### config.mk
export PLATFORM = sky130hd
export DESIGN_NAME = ibex_mem_arbiter
export DESIGN_NICKNAME = d
export VERILOG_FILES = /design/src/rtl/ibex_mem_arb_pkg.sv /design/src/rtl/ibex_mem_arbiter_rr_arb2.sv /design/src/rtl/ibex_mem_arbiter.sv
export SDC_FILE = /design/constraint.sdc
export NUM_CORES = 1
export LEC_CHECK = 0
export ABC_CLOCK_PERIOD_IN_PS = 1350
export CAP_MARGIN = 20
export CORE_ASPECT_RATIO = 0.9
export CORE_MARGIN = 8
export CORE_UTILIZATION = 18
export DETAILED_ROUTE_END_ITERATION = 7
export PLACE_DENSITY = 0.77
export SLEW_MARGIN = 15
export SYNTH_ARGS = -nofsm -noshare
export SYNTH_HDL_FRONTEND = slang
export SYNTH_SLANG_ARGS = --single-unit
### constraint.sdc
create_clock -name clk -period 1.35 [get_ports clk]
set_input_delay 0.135 -clock clk [delete_from_list [all_inputs] [get_ports clk]]
set_output_delay 0.135 -clock clk [all_outputs]
set_load 0.05 [all_outputs]
### src/rtl/ibex_mem_arb_pkg.sv
// Shared types and defaults for the Ibex instruction/data memory arbiter.
package ibex_mem_arb_pkg;

  typedef enum logic [2:0] {
    IDLE   = 3'd0,
    WAIT_I = 3'd1,
    WAIT_D = 3'd2,
    ERR_I  = 3'd3,
    ERR_D  = 3'd4
  } owner_e;

  typedef enum logic {
    PORT_I = 1'b0,
    PORT_D = 1'b1
  } port_e;

  localparam logic [31:0] MEM_BASE_DEFAULT  = 32'h0000_0000;
  localparam int unsigned MEM_BYTES_DEFAULT = 65536;

  // 33-bit offset so a window ending at the top of the address space still compares correctly
  function automatic logic addr_in_range(input logic [31:0] addr,
                                         input logic [31:0] base,
                                         input logic [32:0] size);
    logic [32:0] offset;
    offset = {1'b0, addr} - {1'b0, base};
    return (addr >= base) && (offset < size);
  endfunction

endpackage

### src/rtl/ibex_mem_arbiter_rr_arb2.sv
// Two-way round-robin arbiter; bit 0 is the instruction port, bit 1 the data port.
module rr_arb2 import ibex_mem_arb_pkg::*; (
  input  logic       clk,
  input  logic       reset,
  input  logic       en_i,
  input  logic [1:0] req_i,
  output logic [1:0] gnt_o
);

  port_e last_q, last_d;

  // Pick a winner and remember it; on a tie the port not granted last wins
  always_comb begin
    gnt_o  = 2'b00;
    last_d = last_q;
    if (en_i) begin
      case (req_i)
        2'b01:   gnt_o = 2'b01;
        2'b10:   gnt_o = 2'b10;
        2'b11:   gnt_o = (last_q == PORT_I) ? 2'b10 : 2'b01;
        default: gnt_o = 2'b00;
      endcase
    end else begin
      gnt_o = 2'b00;
    end
    if (gnt_o[1]) begin
      last_d = PORT_D;
    end else if (gnt_o[0]) begin
      last_d = PORT_I;
    end else begin
      last_d = last_q;
    end
  end

  // Pointer register
  always_ff @(posedge clk) begin
    if (!reset) begin
      last_q <= PORT_I;
    end else begin
      last_q <= last_d;
    end
  end

endmodule

### src/rtl/ibex_mem_arbiter.sv
// Shares one single-port RAM between the Ibex instruction and data ports,
// one outstanding transaction at a time, with out-of-range error responses.
module ibex_mem_arbiter import ibex_mem_arb_pkg::*; #(
  parameter logic [31:0] MemBase  = MEM_BASE_DEFAULT,
  parameter int unsigned MemBytes = MEM_BYTES_DEFAULT
) (
  input  logic        clk,
  input  logic        reset,
  input  logic        instr_req_i,
  input  logic [31:0] instr_addr_i,
  output logic        instr_gnt_o,
  output logic        instr_rvalid_o,
  output logic        instr_err_o,
  output logic [31:0] instr_rdata_o,
  input  logic        data_req_i,
  input  logic        data_we_i,
  input  logic [3:0]  data_be_i,
  input  logic [31:0] data_addr_i,
  input  logic [31:0] data_wdata_i,
  output logic        data_gnt_o,
  output logic        data_rvalid_o,
  output logic        data_err_o,
  output logic [31:0] data_rdata_o,
  output logic        mem_req_o,
  output logic        mem_we_o,
  output logic [3:0]  mem_be_o,
  output logic [31:0] mem_addr_o,
  output logic [31:0] mem_wdata_o,
  input  logic        mem_rvalid_i,
  input  logic [31:0] mem_rdata_i,
  output logic        protocol_err_o
);

  owner_e      state_q, state_d;
  logic        protocol_err_q, protocol_err_d;
  logic        resp_done;
  logic        in_wait;
  logic        can_grant;
  logic [1:0]  gnt;
  logic [31:0] win_addr;
  logic        win_in_range;

  assign in_wait      = (state_q == WAIT_I) || (state_q == WAIT_D);
  assign resp_done    = in_wait ? mem_rvalid_i : ((state_q == ERR_I) || (state_q == ERR_D));
  assign can_grant    = reset && ((state_q == IDLE) || resp_done);
  assign win_addr     = gnt[1] ? data_addr_i : instr_addr_i;
  assign win_in_range = addr_in_range(win_addr, MemBase, 33'(MemBytes));

  rr_arb2 u_rr_arb2 (
    .clk   (clk),
    .reset (reset),
    .en_i  (can_grant),
    .req_i ({data_req_i, instr_req_i}),
    .gnt_o (gnt)
  );

  // State and sticky error registers
  always_ff @(posedge clk) begin
    if (!reset) begin
      state_q        <= IDLE;
      protocol_err_q <= 1'b0;
    end else begin
      state_q        <= state_d;
      protocol_err_q <= protocol_err_d;
    end
  end

  // Next owner: a fresh grant overrides completion back to IDLE
  always_comb begin
    state_d = state_q;
    case (state_q)
      IDLE:           state_d = IDLE;
      WAIT_I, WAIT_D: state_d = mem_rvalid_i ? IDLE : state_q;
      ERR_I, ERR_D:   state_d = IDLE;
      default:        state_d = IDLE;
    endcase
    if (gnt[1]) begin
      state_d = win_in_range ? WAIT_D : ERR_D;
    end else if (gnt[0]) begin
      state_d = win_in_range ? WAIT_I : ERR_I;
    end else begin
      state_d = state_d;
    end
    protocol_err_d = protocol_err_q | (mem_rvalid_i && !in_wait);
  end

  // Request muxing and response routing
  always_comb begin
    instr_gnt_o    = gnt[0];
    data_gnt_o     = gnt[1];
    mem_req_o      = (gnt != 2'b00) && win_in_range;
    if (gnt[1]) begin
      mem_we_o    = data_we_i;
      mem_be_o    = data_be_i;
      mem_addr_o  = data_addr_i;
      mem_wdata_o = data_wdata_i;
    end else begin
      mem_we_o    = 1'b0;
      mem_be_o    = 4'hF;
      mem_addr_o  = instr_addr_i;
      mem_wdata_o = 32'h0000_0000;
    end
    instr_rvalid_o = 1'b0;
    instr_err_o    = 1'b0;
    instr_rdata_o  = 32'h0000_0000;
    data_rvalid_o  = 1'b0;
    data_err_o     = 1'b0;
    data_rdata_o   = 32'h0000_0000;
    if (reset) begin
      case (state_q)
        WAIT_I: begin
          instr_rvalid_o = mem_rvalid_i;
          instr_rdata_o  = mem_rvalid_i ? mem_rdata_i : 32'h0000_0000;
        end
        WAIT_D: begin
          data_rvalid_o = mem_rvalid_i;
          data_rdata_o  = mem_rvalid_i ? mem_rdata_i : 32'h0000_0000;
        end
        ERR_I: begin
          instr_rvalid_o = 1'b1;
          instr_err_o    = 1'b1;
        end
        ERR_D: begin
          data_rvalid_o = 1'b1;
          data_err_o    = 1'b1;
        end
        default: begin
          instr_rvalid_o = 1'b0;
          data_rvalid_o  = 1'b0;
        end
      endcase
    end else begin
      instr_rvalid_o = 1'b0;
      data_rvalid_o  = 1'b0;
    end
  end

  assign protocol_err_o = protocol_err_q;

endmodule

## Word level (Yosys, flattened, before mapping)

Index checks and enable logic that the tools add are counted.

- Reductions and logical operators: 11
- Bitwise operators: 1
- Equal/unequal tests: 8
- Muxes and demuxes: 29
- $lt $le $gt $ge: 2

Operators by type and width:

| operator | number |
|---|---|
| two-way mux 32 bit | 7 |
| >= comparator 32 x 1 -> 1 bit (second input constant) | 1 |
| less-than comparator 32 x 17 -> 1 bit (second input constant) | 1 |
| two-way mux 3 bit | 5 |
| two-way mux 1 bit | 10 |
| equality test 3 x 2 -> 1 bit (second input constant) | 2 |
| two-way mux 2 bit | 3 |
| one-hot mux 2 bit (3 select lines) | 1 |
| equality test 2 bit (second input constant) | 2 |
| logical AND 1 bit | 4 |
| two-way mux 4 bit | 1 |
| != test 4 bit (second input constant) | 1 |
| one-hot mux 1 bit (2 select lines) | 2 |
| equality test 3 x 1 -> 1 bit (second input constant) | 1 |
| equality test 3 bit (second input constant) | 1 |
| zero test 3 bit | 1 |
| logical OR 1 bit | 3 |
| equality test 2 x 1 -> 1 bit (second input constant) | 1 |
| nonzero test 2 bit | 1 |
| OR reduction 2 bit | 1 |
| zero test 1 bit | 1 |
| bitwise OR 1 bit | 1 |

- Register bits after elaboration: 5

## Longest topological paths before layout

- Depth after elaboration: 12
- Mapped depth: 6
- Mapped depth without buffers: 5

## Hierarchy

From an unflattened synthesis, not the netlist that was laid out.

- Cells, all modules: 200
- Area total of the unflattened synthesis: 1460.2 um2

Modules (own cells, without submodules):

| module | seq. area each (um2) | area an instance (um2) | cells each | times used |
|---|---|---|---|---|
| ibex_mem_arbiter | 80.1 | 1393.8 | 190 | 1 |
| rr_arb2 | 20.0 | 66.3 | 10 | 1 |

## Least setup slack after synthesis

OpenSTA, ideal clock, no wires.

- Kind: register -> output
- Start: register state_q[0]
- End: output port mem_req_o
- Path buffers: 1
- Arrival time: 2030 ps
- Path slack: -815 ps
- Data required time: 1215 ps
- Cell stages (with the launch flop): 6
- Cell sequence: dfxtp_1 > a21oi_1 > o22ai_2 > buf_2 > nand2_1 > o21ai_0

- Longest elaborated chain between the ends: 10

Ends and longest elaborated chain:

| item | RTL line | source |
|---|---|---|
| start, declared | ibex_mem_arbiter.sv:34 | `owner_e state_q, state_d;` |
| start signal, assigned | ibex_mem_arbiter.sv:63 | `state_q <= state_d;` |
| equality test 3 x 2 -> 1 bit, or another cell as far along | ibex_mem_arbiter.sv:44 | `assign resp_done = in_wait ? mem_rvalid_i : ((state_q == ERR_I) \|\| (state_q == ERR_D));` |
| logical OR 1 bit (on tied branches) | ibex_mem_arbiter.sv:44, ibex_mem_arbiter.sv:43 |  |
| two-way mux 1 bit | ibex_mem_arbiter.sv:44 |  |
| logical OR 1 bit * | ibex_mem_arbiter.sv:45 | `assign can_grant = reset && ((state_q == IDLE) \|\| resp_done);` |
| logical AND 1 bit * | ibex_mem_arbiter.sv:45 |  |
| two-way mux 2 bit * | ibex_mem_arbiter_rr_arb2.sv:16 | `if (en_i) begin` |
| two-way mux 32 bit | ibex_mem_arbiter.sv:46 | `assign win_addr = gnt[1] ? data_addr_i : instr_addr_i;` |
| >= comparator 32 x 1 -> 1 bit / less-than comparator 32 x 17 -> 1 bit (equally long branches) | ibex_mem_arb_pkg.sv:26 | `return (addr >= base) && (offset < size);` |
| logical AND 1 bit | ibex_mem_arb_pkg.sv:26 |  |
| logical AND 1 bit * | ibex_mem_arbiter.sv:91 | `mem_req_o = (gnt != 2'b00) && win_in_range;` |
| end, declared | ibex_mem_arbiter.sv:24 | `output logic mem_req_o,` |

Mark *: on every way between the ends. The rest lies on a longest branch, timed or not.

## Final worst setup path

- Start: register state_q[1]
- End: output port mem_addr_o[23]

- Longest elaborated chain between the ends: 7

Ends and longest elaborated chain:

| item | RTL line | source |
|---|---|---|
| equality test 3 x 2 -> 1 bit, or another cell as far along | ibex_mem_arbiter.sv:44 |  |
| logical OR 1 bit (on tied branches) | ibex_mem_arbiter.sv:44, ibex_mem_arbiter.sv:43 |  |
| two-way mux 1 bit | ibex_mem_arbiter.sv:44 |  |
| logical OR 1 bit * | ibex_mem_arbiter.sv:45 |  |
| logical AND 1 bit * | ibex_mem_arbiter.sv:45 |  |
| two-way mux 2 bit * | ibex_mem_arbiter_rr_arb2.sv:16 |  |
| two-way mux 32 bit * | ibex_mem_arbiter.sv:92 | `if (gnt[1]) begin` |
| end, declared | ibex_mem_arbiter.sv:27 | `output logic [31:0] mem_addr_o,` |

Marked as above.

==> reports/results.tsv <==
metric	value	unit
FF+latch count, synth	5	
violated checks	setup timing	
RSZ-0062 raised after global routing	true	
Pins Over Slew Limit	0	
Die Width	111.5	um
VDD IR max	0.0003671	V
ys flop type	dfxtp_1	
Post-Synthesis Cells	200	
LEAKAGE	2.955	nW
placed cell count	589	
met1 wire length	4665	um
Post-Syn Area	0.001478	mm^2
period utilization	132.7	%
commonest non-fill, non-tap cell in the layout	buf_12	
largest net degree at the start of global routing	24	
final non-filler cell total	616	
register area share after synthesis	6.774	%
type of the worst min-delay path	in2reg	
1st-iter DRT viols	101	
Die ar.	0.01137	mm^2
met2 wire len	8311	um
clk_skew	0.0009796	ns
fmax	558.4	MHz
CP max FO	6	
Routed wire per std cell	23.81	um
Switching Share	42.80	%
DR DRC count	0	
Sw Pwr	1.163	mW
Detailed Routing Iterations Pass 1	4	
final WL	14670	um
clock buffer depth	2	
post-synth cell types	29	
Post-synth EDFFs	0	
Comb pwr share	83.0	%
Layout fillers	393	
Final #Nets	654	
Total Power	2.716	mW
status	finished with violations	
dpl cell area	0.006031	mm^2
Final Instance Area	0.006808	mm^2
Die Y	102.0	um
dpl hpwl	10910	um
Max Cap Violations	0	
Worst EP arrival	1.66	ns
Ports	279	
Warnings, synthesis	0	
initial antenna violation count	1	
CTS tree	done	
power share of the sequential group	6.4	%
Clock Tree Root	clkbuf_8	
later-pin clock latency in the skew report	0.23	ns
first-pass GRT wire length	19290	um
proportion of power drawn by the clock network	10.7	%
Slew @ Worst Pin	0.4426	ns
P&R area growth vs syn	360.7	%
vias in the first global route	3257	
startpoint types	flop	
P_int	1.554	mW
via count	2924	
IO buf count	278	
final worst setup slack	-0.4409	ns
CP Class	reg2out	
Post-DRT Antenna Nets	0	
H-tree Lvls	1	
CTS sink cnt	5	
row count	31	
GRT Residual Overflow	0	
Routed met3 length	1214	um
final hold violation count	0	
Slew headroom	70.49	%
syn_area_per_cell	7.388	um^2
Vias/cell	4.747	
Initial Util	18.40	%
Clock Pin Slew Worst Setup and Hold Paths	0.04	ns
share of cells above drive strength 1	69.71	%
WP data required	1.22	ns
commonest cells after routing, fill and taps aside	buf_12 (122), clkdlybuf4s50_1 (110), and2_4 (64)	
Power Density	399.0	mW/mm^2
RePlAce Congestion	0.8249	
asr flop ratio synth	0	%
CTS Hold Bufs	0	
final core occ	84.79	%
Final setup viols	142	
area of the core	0.008029	mm^2
crit path time final	1.791	ns
syn_nets	338	
Max Used Layer	met4	
Inserted Clock Buffers	3	
gr usage total	22.08	%
crit path capture type	primary output	
-- final timing paths --
| kind | cells after the start | slack [ns] | startpoint | endpoint |
|---|---|---|---|---|
| setup / recovery | 6 | -0.44 | state_q[1] | mem_addr_o[23] |
| hold / removal | 2 | 0.39 | reset | u_rr_arb2.last_q |
| setup reg to reg | 8 | -0.18 | state_q[1] | u_rr_arb2.last_q |
| hold reg to reg | 2 | 0.48 | protocol_err_o | protocol_err_o |
-- registers in the layout, summed over array words and instances (netlist names) --
name and flops:
protocol_err_o 1, state_q 3, u_rr_arb2.last_q 1
-- routing by layer --
| metal | vias up | track usage, % |
|---|---|---|
| li1 | 1330 | - |
| met1 | 1387 | 18.20 |
| met2 | 179 | 45.60 |
| met3 | 28 | 8.801 |
| met4 | 0 | 9.759 |
| met5 | - | 0 |
-- stage by stage --
stage | setup WS (ns) | hold slack [ns] | setup TNS [ns]
2_1_floorplan | -0.1260 | 0.2525 | -2.647
3_3_place_gp | -0.5130 | 0.4720 | -55.24
3_5_place_dp | -0.5424 | 0.4796 | -60.23
4_1_cts | -0.4386 | 0.3757 | -52.52
5_1_grt | -0.4854 | 0.4051 | -60.90
6_report | -0.4409 | 0.3936 | -54.74
-- power by group through the flow --
stage          Combinational (mW)  Sequential (mW)  Clock (mW)
2_1_floorplan               0.927            0.180           0
3_3_place_gp                 1.97            0.172           0
3_5_place_dp                 2.00            0.173           0
4_1_cts                      2.18            0.171       0.284
5_1_grt                      2.32            0.173       0.312
6_report                     2.25            0.173       0.290
-- cell type report --
type	count	area, um^2	area share, %
clock buffers	4	45.04	0.6616
well taps	99	123.9	1.820
flip-flops and latches	5	108.9	1.599
diodes	2	5.005	0.07352
inverters	6	35.03	0.5146
repair buffers	327	4633	68.06
multi-input cells	173	1857	27.27
-- cell families after synthesis --
| family | Yosys count | synth area share [%] |
|---|---|---|
| AND/OR/NAND/NOR | 129 | 53.94 |
| multiplexers | 32 | 26.67 |
| buffers and inverters | 22 | 6.774 |
| AO/OA/AOI/OAI | 11 | 5.250 |
| flip-flops | 5 | 6.774 |
| XOR/XNOR | 1 | 0.5928 |
-- timing repair --
| action | 4_1_cts | 5_1_grt |
|---|---|---|
| gates resized for setup | 111 | 37 |
| setup endpoints to repair | 141 | 143 |
| cloned | 5 | 6 |
| buffers inserted | 8 | 2 |
| pin swaps | 28 | 31 |
-- synthesized netlist by cell type (2+ instances only) --
library cell	n	share of area (%)
and4_1	2	1.2
nand2_1	4	1.0
o21ai_0	2	0.68
nor4_1	8	3.4
clkbuf_1	12	3.0
or2_2	2	0.85
and2_1	64	27
nor2_1	3	0.76
and3_1	35	15
inv_1	5	1.3
buf_2	2	0.68
mux2_4	9	9.1
dfxtp_1	5	6.8
a21oi_1	5	1.7
nand3_1	2	0.68
nand2b_1	4	1.7
mux2_2	23	18
buf_6	2	1.5
-- worst max-delay path, stage by stage (launching register included) --
cell and delay [ns]:
dfxtp_4 0.35, o22ai_2 0.24, nand2_4 0.14, buf_6 0.16
clkinv_8 0.06, mux2_4 0.30, buf_6 0.15
Power figures use the tool's default switching activity.
